### config.mk
export PLATFORM = sky130hd
export DESIGN_NAME = ysyx_22050710_wbu
export DESIGN_NICKNAME = d
export VERILOG_FILES = /design/src/rtl/ysyx_22050710_pkg.sv /design/src/rtl/ysyx_22050710_regfile.sv /design/src/rtl/ysyx_22050710_wbu.sv
export SDC_FILE = /design/constraint.sdc
export NUM_CORES = 2
export LEC_CHECK = 0
export ABC_CLOCK_PERIOD_IN_PS = 18050
export BUFFER_PORTS_ARGS = -buffer_cell sky130_fd_sc_hd__clkbuf_2
export CAP_MARGIN = 10
export CORE_ASPECT_RATIO = 2
export CORE_UTILIZATION = 30
export DETAILED_ROUTE_END_ITERATION = 16
export GPL_TIMING_DRIVEN = 0
export PLACE_DENSITY_LB_ADDON = 0.12
export SLEW_MARGIN = 20
export SYNTH_ARGS = -nofsm -noshare
export SYNTH_HDL_FRONTEND = slang
export SYNTH_SLANG_ARGS = --single-unit
### constraint.sdc
create_clock -name i_clk -period 18.05 [get_ports i_clk]
set_input_delay 1.805 -clock i_clk [delete_from_list [all_inputs] [get_ports i_clk]]
set_output_delay 1.805 -clock i_clk [all_outputs]
set_load 0.005 [all_outputs]
### src/rtl/ysyx_22050710_pkg.sv
// Shared definitions for the ysyx_22050710 core: widths and write-back stage states.
package ysyx_22050710_pkg;

    localparam int XLEN       = 64;
    localparam int NR_REG     = 32;
    localparam int REG_IDX_W  = 5;
    localparam int CSR_ADDR_W = 12;

    // Write-back stage run state; HALT is left only through reset.
    typedef enum logic {
        WBU_RUN  = 1'b0,
        WBU_HALT = 1'b1
    } wbu_state_e;

endpackage

### src/rtl/ysyx_22050710_regfile.sv
// General-purpose register file: one synchronous write port, two combinational
// read ports and a fixed x10 tap. x0 is hard-wired to zero.
module ysyx_22050710_regfile
    import ysyx_22050710_pkg::*;
#(
    parameter int XLEN   = 64,
    parameter int NR_REG = 32
) (
    input  logic                 i_clk,
    input  logic                 i_rst,
    input  logic                 i_wen,
    input  logic [REG_IDX_W-1:0] i_waddr,
    input  logic [XLEN-1:0]      i_wdata,
    input  logic [REG_IDX_W-1:0] i_raddr1,
    input  logic [REG_IDX_W-1:0] i_raddr2,
    output logic [XLEN-1:0]      o_rdata1,
    output logic [XLEN-1:0]      o_rdata2,
    output logic [XLEN-1:0]      o_x10
);

    logic [XLEN-1:0] regs [NR_REG];

    // Synchronous clear of the whole array; otherwise write any register but x0.
    always_ff @(posedge i_clk) begin
        if (!i_rst) begin
            for (int i = 0; i < NR_REG; i++) begin
                regs[i] <= '0;
            end
        end else if (i_wen && (i_waddr != '0)) begin
            regs[i_waddr] <= i_wdata;
        end
    end

    // Combinational reads; x0 forced to zero regardless of array contents.
    always_comb begin
        o_rdata1 = (i_raddr1 == '0) ? '0 : regs[i_raddr1];
        o_rdata2 = (i_raddr2 == '0) ? '0 : regs[i_raddr2];
        o_x10    = regs[10];
    end

endmodule

### src/rtl/ysyx_22050710_wbu.sv
// Write-back stage: holds one completed record for a single cycle and commits it
// (GPR write, CSR write port, retired-instruction count, halt on ebreak).
module ysyx_22050710_wbu
    import ysyx_22050710_pkg::*;
#(
    parameter int XLEN   = 64,
    parameter int NR_REG = 32
) (
    input  logic                  i_clk,
    input  logic                  i_rst,
    // Handshake: a record transfers at a rising edge where i_valid and o_ready
    // are both 1. o_ready does not depend on i_valid, and the LSU must hold the
    // record stable while i_valid=1 and o_ready=0.
    input  logic                  i_valid,
    output logic                  o_ready,
    input  logic [XLEN-1:0]       i_pc,
    input  logic [31:0]           i_inst,
    input  logic [REG_IDX_W-1:0]  i_rd,
    input  logic                  i_rf_wen,
    input  logic [XLEN-1:0]       i_rf_wdata,
    input  logic                  i_csr_wen,
    input  logic [CSR_ADDR_W-1:0] i_csr_waddr,
    input  logic [XLEN-1:0]       i_csr_wdata,
    input  logic                  i_ebreak,
    input  logic [REG_IDX_W-1:0]  i_rs1,
    input  logic [REG_IDX_W-1:0]  i_rs2,
    output logic [XLEN-1:0]       o_rs1_data,
    output logic [XLEN-1:0]       o_rs2_data,
    output logic                  o_csr_wen,
    output logic [CSR_ADDR_W-1:0] o_csr_waddr,
    output logic [XLEN-1:0]       o_csr_wdata,
    output logic                  o_commit_valid,
    output logic [XLEN-1:0]       o_commit_pc,
    output logic [31:0]           o_commit_inst,
    output logic [XLEN-1:0]       o_instret,
    output logic                  o_halted,
    output logic [XLEN-1:0]       o_a0,
    output wbu_state_e            o_dbg_state
);

    wbu_state_e state_q;
    wbu_state_e state_d;

    logic                  ent_valid;
    logic [XLEN-1:0]       ent_pc;
    logic [31:0]           ent_inst;
    logic [REG_IDX_W-1:0]  ent_rd;
    logic                  ent_rf_wen;
    logic [XLEN-1:0]       ent_rf_wdata;
    logic                  ent_csr_wen;
    logic [CSR_ADDR_W-1:0] ent_csr_waddr;
    logic [XLEN-1:0]       ent_csr_wdata;
    logic                  ent_ebreak;

    logic [XLEN-1:0]       instret_q;
    logic                  accept;
    logic                  rf_wen;
    logic [XLEN-1:0]       rf_rdata1;
    logic [XLEN-1:0]       rf_rdata2;
    logic [XLEN-1:0]       rf_x10;

    assign accept = i_valid & o_ready;

    // State register.
    always_ff @(posedge i_clk) begin
        if (!i_rst) begin
            state_q <= WBU_RUN;
        end else begin
            state_q <= state_d;
        end
    end

    // Next state: halt once an ebreak record has committed.
    always_comb begin
        state_d = state_q;
        case (state_q)
            WBU_RUN:  if (ent_valid && ent_ebreak) state_d = WBU_HALT;
            WBU_HALT: state_d = WBU_HALT;
            default:  state_d = WBU_RUN;
        endcase
    end

    // FSM outputs: ready is withdrawn while an ebreak commits so nothing follows it.
    always_comb begin
        o_ready     = (state_q == WBU_RUN) & ~(ent_valid & ent_ebreak) & i_rst;
        o_halted    = (state_q == WBU_HALT);
        o_dbg_state = state_q;
    end

    // Stage entry: the entry always commits in its cycle, so valid simply follows accept.
    always_ff @(posedge i_clk) begin
        if (!i_rst) begin
            ent_valid     <= 1'b0;
            ent_pc        <= '0;
            ent_inst      <= '0;
            ent_rd        <= '0;
            ent_rf_wen    <= 1'b0;
            ent_rf_wdata  <= '0;
            ent_csr_wen   <= 1'b0;
            ent_csr_waddr <= '0;
            ent_csr_wdata <= '0;
            ent_ebreak    <= 1'b0;
        end else begin
            ent_valid <= accept;
            if (accept) begin
                ent_pc        <= i_pc;
                ent_inst      <= i_inst;
                ent_rd        <= i_rd;
                ent_rf_wen    <= i_rf_wen;
                ent_rf_wdata  <= i_rf_wdata;
                ent_csr_wen   <= i_csr_wen;
                ent_csr_waddr <= i_csr_waddr;
                ent_csr_wdata <= i_csr_wdata;
                ent_ebreak    <= i_ebreak;
            end
        end
    end

    // Retired-instruction counter; wraps naturally at 2^XLEN.
    always_ff @(posedge i_clk) begin
        if (!i_rst) begin
            instret_q <= '0;
        end else if (ent_valid) begin
            instret_q <= instret_q + 1'b1;
        end
    end

    // A commit coinciding with reset is dropped, so gate the array write with i_rst.
    assign rf_wen = ent_valid & ent_rf_wen & i_rst;

    ysyx_22050710_regfile #(
        .XLEN   (XLEN),
        .NR_REG (NR_REG)
    ) u_regfile (
        .i_clk    (i_clk),
        .i_rst    (i_rst),
        .i_wen    (rf_wen),
        .i_waddr  (ent_rd),
        .i_wdata  (ent_rf_wdata),
        .i_raddr1 (i_rs1),
        .i_raddr2 (i_rs2),
        .o_rdata1 (rf_rdata1),
        .o_rdata2 (rf_rdata2),
        .o_x10    (rf_x10)
    );

    // Read bypass: the committing entry is visible to readers in its own cycle.
    always_comb begin
        o_rs1_data = rf_rdata1;
        o_rs2_data = rf_rdata2;
        o_a0       = rf_x10;
        if (ent_valid && ent_rf_wen && (ent_rd != '0)) begin
            if (ent_rd == i_rs1)                o_rs1_data = ent_rf_wdata;
            if (ent_rd == i_rs2)                o_rs2_data = ent_rf_wdata;
            if (ent_rd == REG_IDX_W'(10))       o_a0       = ent_rf_wdata;
        end
    end

    // Commit-side outputs come straight from the entry.
    always_comb begin
        o_commit_valid = ent_valid;
        o_commit_pc    = ent_pc;
        o_commit_inst  = ent_inst;
        o_csr_wen      = ent_csr_wen & ent_valid;
        o_csr_waddr    = ent_csr_waddr;
        o_csr_wdata    = ent_csr_wdata;
        o_instret      = instret_q;
    end

endmodule

* Word-level counts from Yosys, hierarchy flattened
Memories as Yosys holds them, arrays and structs flattened. Index checks and enable logic that the tools add are counted.
Cells by class: add/subtract/negate cells 1, multipliers 0, divide/modulo/power cells 0, $lt $le $gt $ge 0, eq/ne operators 3, shifts and indexed selects 0, mux-type cells 17, bitwise operators 9, reductions and logical operators 8
Operator list (number):
- 64-bit two-way mux | 9
- 64-bit by 1-bit adder with 64-bit output, second input constant | 1
- 64-bit OR reduction | 1
- 5-bit == test | 2
- 5-bit logical NOT | 2
- 1-bit bitwise AND | 7
- 1-bit two-way mux | 6
- 5-bit by 4-bit == test with 1-bit output, second input constant | 1
- 5-bit two-way mux | 1
- 5-bit nonzero test | 1
- 1-bit logical AND | 4
- 1-bit NOT | 2
- 1-bit one-hot mux with 2 select lines | 1
Storage, ports and cells: bits in registers 310, bits in latches 0, bits in writable memories 2048, memory bits (read-only) 0, bits of input ports 257, output and inout port bits 433, logic and storage cells 51, memories 1
Memories:
- u_regfile.regs | words 32, bits a word 64, rd ports 3, clocked after Yosys merged registers in 0, wr ports 32, RTL line ysyx_22050710_regfile.sv:21 | logic [XLEN-1:0] regs [NR_REG];

* Logic depth before layout (Yosys ltp)
depth in word-level cells 8, depth in mapped cells 11, depth with buffers taken out 5

* By module
A second synthesis with hierarchy kept.
Second synthesis, totals: cells, all modules 8659, area, all modules 121835.6 um^2
By module, submodules not included:
- ysyx_22050710_regfile | times used 1, cells an instance 7011, area each 108113.7 um^2, sequential area each 61499.0 um^2
- ysyx_22050710_wbu | times used 1, cells an instance 1648, area each 13721.9 um^2, sequential area each 6206.0 um^2

* Least setup slack after synthesis
Ideal clock, no wire load.
kind input -> register, start point in i_rst, end point mem u_regfile.regs[30][0], enable pin, library setup time 575 ps, data arrival time 7263 ps, required time 17475 ps, path slack 10212 ps, cell stages on the path 6, path buffers 3, cell sequence clkbuf_1 -> inv_2 -> or3_1 -> clkbuf_1 -> buf_2 -> o21ai_0
RTL lines:
- from (decl) | RTL line ysyx_22050710_wbu.sv:10 | input logic i_rst,
- to (decl) | RTL line ysyx_22050710_regfile.sv:21

* Worst setup path after layout
start point in i_rs1[0], end point out o_rs1_data[14]
On the way: word-level cells in the longest chain between the ends 4, elaborated cells on any way between the ends 6, classes of those cells eq/ne (1); mux (3); reduce/logical (1); memory (1)
Ends and longest elaborated chain:
- from (decl) | RTL line ysyx_22050710_wbu.sv:25 | input logic [REG_IDX_W-1:0] i_rs1,
- memory read 32 x 64 bit or 5-bit logical NOT (tied branches)
- 64-bit two-way mux | RTL line ysyx_22050710_regfile.sv:36 | o_rdata1 = (i_raddr1 == '0) ? '0 : regs[i_raddr1];
- 64-bit two-way mux | RTL line ysyx_22050710_wbu.sv:153 | if (ent_rd == i_rs1) o_rs1_data = ent_rf_wdata;
- 64-bit two-way mux * | RTL line ysyx_22050710_wbu.sv:152 | if (ent_valid && ent_rf_wen && (ent_rd != '0)) begin
- to (decl) | RTL line ysyx_22050710_wbu.sv:27 | output logic [XLEN-1:0] o_rs1_data,
Mark *: on every way between the ends. The rest lies on a longest branch, timed or not.

==> metrics.md <==
| Metric | Value |
|---|---|
| Result of the run | `finished clean` |
| Final antenna-violating net count | `0` |
| H-tree depth | `4` |
| Via count of the first global-routing pass | `91400` |
| Number of max-capacitance violations reported | `0` |
| Most common cell after layout, fill and taps aside | `sky130_fd_sc_hd__edfxtp_1` |
| Post-synth design cell area | `121000 µm²` |
| Clock tree root buffer cell | `sky130_fd_sc_hd__clkbuf_16` |
| Die outline area | `~410000 µm²` |
| DP Wirelength | `487 mm` |
| Number of endpoints failing setup at the final stage | `0` |
| Ratio of total power to cell area | `between 90 and 100 nW/µm²` |
| Number of library cell types mapped by synthesis | `54` |
| Sequential share of the synthesized area | `0.558` |
| Final clock skew | `about 0.045 ns` |
| Ports | `690` |
| Final Critical Period | `between 8 and 9 ns` |
| Number of gates resized after CTS | `0` |
| Overall via count from detail_route | `88600` |
| Commonest non-fill, non-tap cells in the layout | `2048 x sky130_fd_sc_hd__edfxtp_1, 1994 x sky130_fd_sc_hd__and2_1, 868 x sky130_fd_sc_hd__mux4_2` |
| Post CTS Setup Buffer Count | `0` |
| Filler Cell Count | `39100` |
| Top layer used by detailed routing | `met5` |
| Number of register bits inferred by synthesis | `around 2400` |
| Routed wire length | `611 mm` |
| Worst hold slack | `around 0.46 ns` |
| Post-synthesis cell count | `a little under 9000` |
| Total buffers and inverters traversed by the critical path | `6` |
| Synth Warn # | `0` |
| Pwr Total | `13.3 mW` |
| Clock Pin Slew Worst Setup and Hold Paths | `about 0.060 ns` |
| Slew margin rel. | `0.154` |
| Largest delay share family, worst path | `buffers and inverters` |
| Crit path arrival time | `approximately 7 ns` |
| Clock buffer count from CTS | `239` |
| Area growth, synth to finish | `20.2%` |
| Tightest Pin Transition | `1.27 ns` |
| Global-route wire length before repair | `around 800 mm` |
| Worst IR drop on VDD | `around 0.000094 V` |
| Data required time at the worst endpoint | `approximately 16 ns` |
| Final #Nets | `slightly above 10000` |
| Post-synthesis average cell area | `about 14 µm²` |
| Cell Chain, Critical Path | `buf_2, buf_2, buf_2, buf_2, buf_2, mux2i_1, a211oi_1, a211o_1, clkbuf_2` |
| Number of buffers inserted by port buffering | `between 600 and 700` |
| Slowest stage cell on the critical path | `sky130_fd_sc_hd__buf_2` |
| Endpoint type of the worst setup path | `output port` |
| First-iteration detailed-routing DRC count | `10000` |
| Slack of the worst reg-to-reg path | `approximately 13 ns` |
| Maximum operating frequency | `roughly 110 MHz` |
| CTS hold repair buffers | `0` |
| Number of antenna violations at the first check in global routing | `74` |
| Average wire per standard cell | `around 39 µm` |
| Unrepaired setup endpoints after global routing | `no` |
| Global placement routability congestion | `0.930` |
| Most used flip-flop cell after synthesis | `sky130_fd_sc_hd__edfxtp_1` |
| Crit path largest cell delay | `between 0.8 and 0.9 ns` |
| Top fanout value on the critical path | `10` |
| Total negative slack for setup checks | `0 ns` |
| Pre-CTS worst setup slack | `between 9 and 10 ns` |
| Die boundary height | `about 900 µm` |
| Worst setup margin | `between 9 and 10 ns` |
| Class of the most critical hold timing path | `flop to flop` |
| Library cell appearing most often on the critical path | `sky130_fd_sc_hd__buf_2` |
| Clock tree from TritonCTS | `built` |
| Overall routing resource usage | `0.293` |
| Filler-free cell count of the finished design | `~16000` |
| Met2 WL | `around 320 mm` |
| WS Path Type | `primary input to output port` |
| Share of layout cells above drive strength 1 | `0.250` |
| Pin count of the biggest net entering global routing | `28` |
| Grt ovf | `0` |
| First-pass detailed-route iteration total | `5` |
| Max-slew violation count | `0` |
| Startpoint class of the critical path | `primary input` |
| Later-pin clock latency in the skew report | `approximately 0.99 ns` |
| Final Hold Fails | `0` |
| Number of synthesized flops with an enable pin | `between 2000 and 2500` |
| Standby leakage power | `roughly 53 nW` |
| Vias per inst | `~5.7` |
| Clock net sink count | `2358` |
| Initial Utilization | `0.301` |
| Die Width | `roughly 450 µm` |
| Routed met3 length | `just over 40 mm` |
| Standard-cell rows | `330` |
| Met1 Routed Length | `just under 200 mm` |
| Buffers from clock root to sink, at most | `4` |
| Post-Place Cells | `15100` |
| Fraction of synthesis flops using an asynchronous set or reset pin | `0` |
| Final period utilization | `0.485` |
| Number of design rule violations left after detail routing | `0` |
| Floorplan core area | `roughly 400000 µm²` |
sequential cells by signal (all words and copies together), names as in the netlist:
signal,cells
u_regfile.regs,2048
o_instret,64
o_csr_wdata,64
ent_csr_wen,1
o_csr_waddr,12
ent_rf_wen,1
o_commit_inst,32
o_commit_valid,1
ent_rf_wdata,64
o_commit_pc,64
ent_rd,5
o_dbg_state,1
ent_ebreak,1
worst min-delay path, delay by kind of cell (launching register included):
family | cells | cell delay [ns]
compound gates | 1 | 0.06
flops | 1 | 0.31
simple gates | 1 | 0.05
Yosys cell counts (all sizes together) (8+ instances only):
cell    number  area share
o21ai      411       0.017
dfxtp      310       0.051
or3         17     0.00088
nand2      539       0.017
o221ai      10     0.00072
a211oi     125      0.0077
xor2        13     0.00094
nor2b      104      0.0054
buf        203      0.0092
o31ai       25      0.0017
o22ai       17     0.00088
edfxtp    2048        0.51
a21oi      185      0.0076
a221oi     122      0.0088
clkbuf     714       0.022
or4         21      0.0013
and3        13     0.00067
and2      1994        0.10
nand4       22      0.0012
nor2        71      0.0022
mux2        70      0.0065
nand2b       9     0.00046
nand3       27      0.0011
nand3b       8     0.00049
o211ai      61      0.0038
inv          8     0.00025
a22oi      167       0.010
and4         9     0.00065
a211o      124      0.0089
xnor2       21      0.0015
mux4       868        0.16
nor3        18     0.00074
mux2i      445       0.037
report_power, final:
| part | internal, mW | switching [mW] | total [mW] |
|---|---|---|---|
| sequential | 6.11 | 0.171 | 6.28 |
| combinational | 0.644 | 1.12 | 1.77 |
| clock | 2.85 | 2.38 | 5.23 |
| total | 9.61 | 3.67 | 13.3 |
metrics by stage:
| stage | utilization | area, µm² |
|---|---|---|
| 2_1_floorplan | - | 122000 |
| 3_3_place_gp | 0.327 | 132000 |
| 3_5_place_dp | 0.343 | 138000 |
| 4_1_cts | 0.362 | 146000 |
| 5_1_grt | 0.362 | 146000 |
| 6_report | 0.362 | 146000 |
final timing paths:
path	from	end	depth (start not counted)
worst max-delay path	i_rs1[0]	o_rs1_data[14]	9
worst min-delay path	ent_csr_wen$_SDFFE_PN0P_	ent_csr_wen$_SDFFE_PN0P_	2
worst max register to register	o_commit_valid$_SDFF_PN0_	u_regfile.regs[13][27]$_SDFFCE_PN0P_	9
worst min register to register	ent_csr_wen$_SDFFE_PN0P_	ent_csr_wen$_SDFFE_PN0P_	2
final cells by class:
cell class / count / area, µm² / share of cell area
well taps: 5312 / 6650 / 0.0455
diodes: 46 / 115 / 0.000789
repair buffers: 903 / 9060 / 0.0621
clock inverters: 111 / 1060 / 0.00725
flip-flops and latches: 2358 / 67700 / 0.464
multi-input cells: 5606 / 50700 / 0.347
inverters: 8 / 30.0 / 0.000206
plain buffers: 917 / 3940 / 0.0270
clock buffers: 324 / 6670 / 0.0457
layer usage:
metal	track usage	up-vias
met5	0	-
met4	0.221	36
met3	0.0488	1592
met2	0.534	4935
met1	0.299	46100
li1	-	35900
cell families (layout without fill, tap and decap cells):
kind of cell / Yosys count / in the layout / share of synthesized area
buffers and inverters: 925 / 2263 / 0.0315
XOR/XNOR: 34 / 34 / 0.00245
AO/OA/AOI/OAI: 1257 / 1257 / 0.0683
AND/OR/NAND/NOR: 2867 / 2867 / 0.135
multiplexers: 1383 / 1383 / 0.204
other: 1 / 110 / 0.0000309
adder cells (fa/ha/maj): 1 / 1 / 0.000103
flip-flops: 2358 / 2358 / 0.558
(Power assumes the default switching activity.)
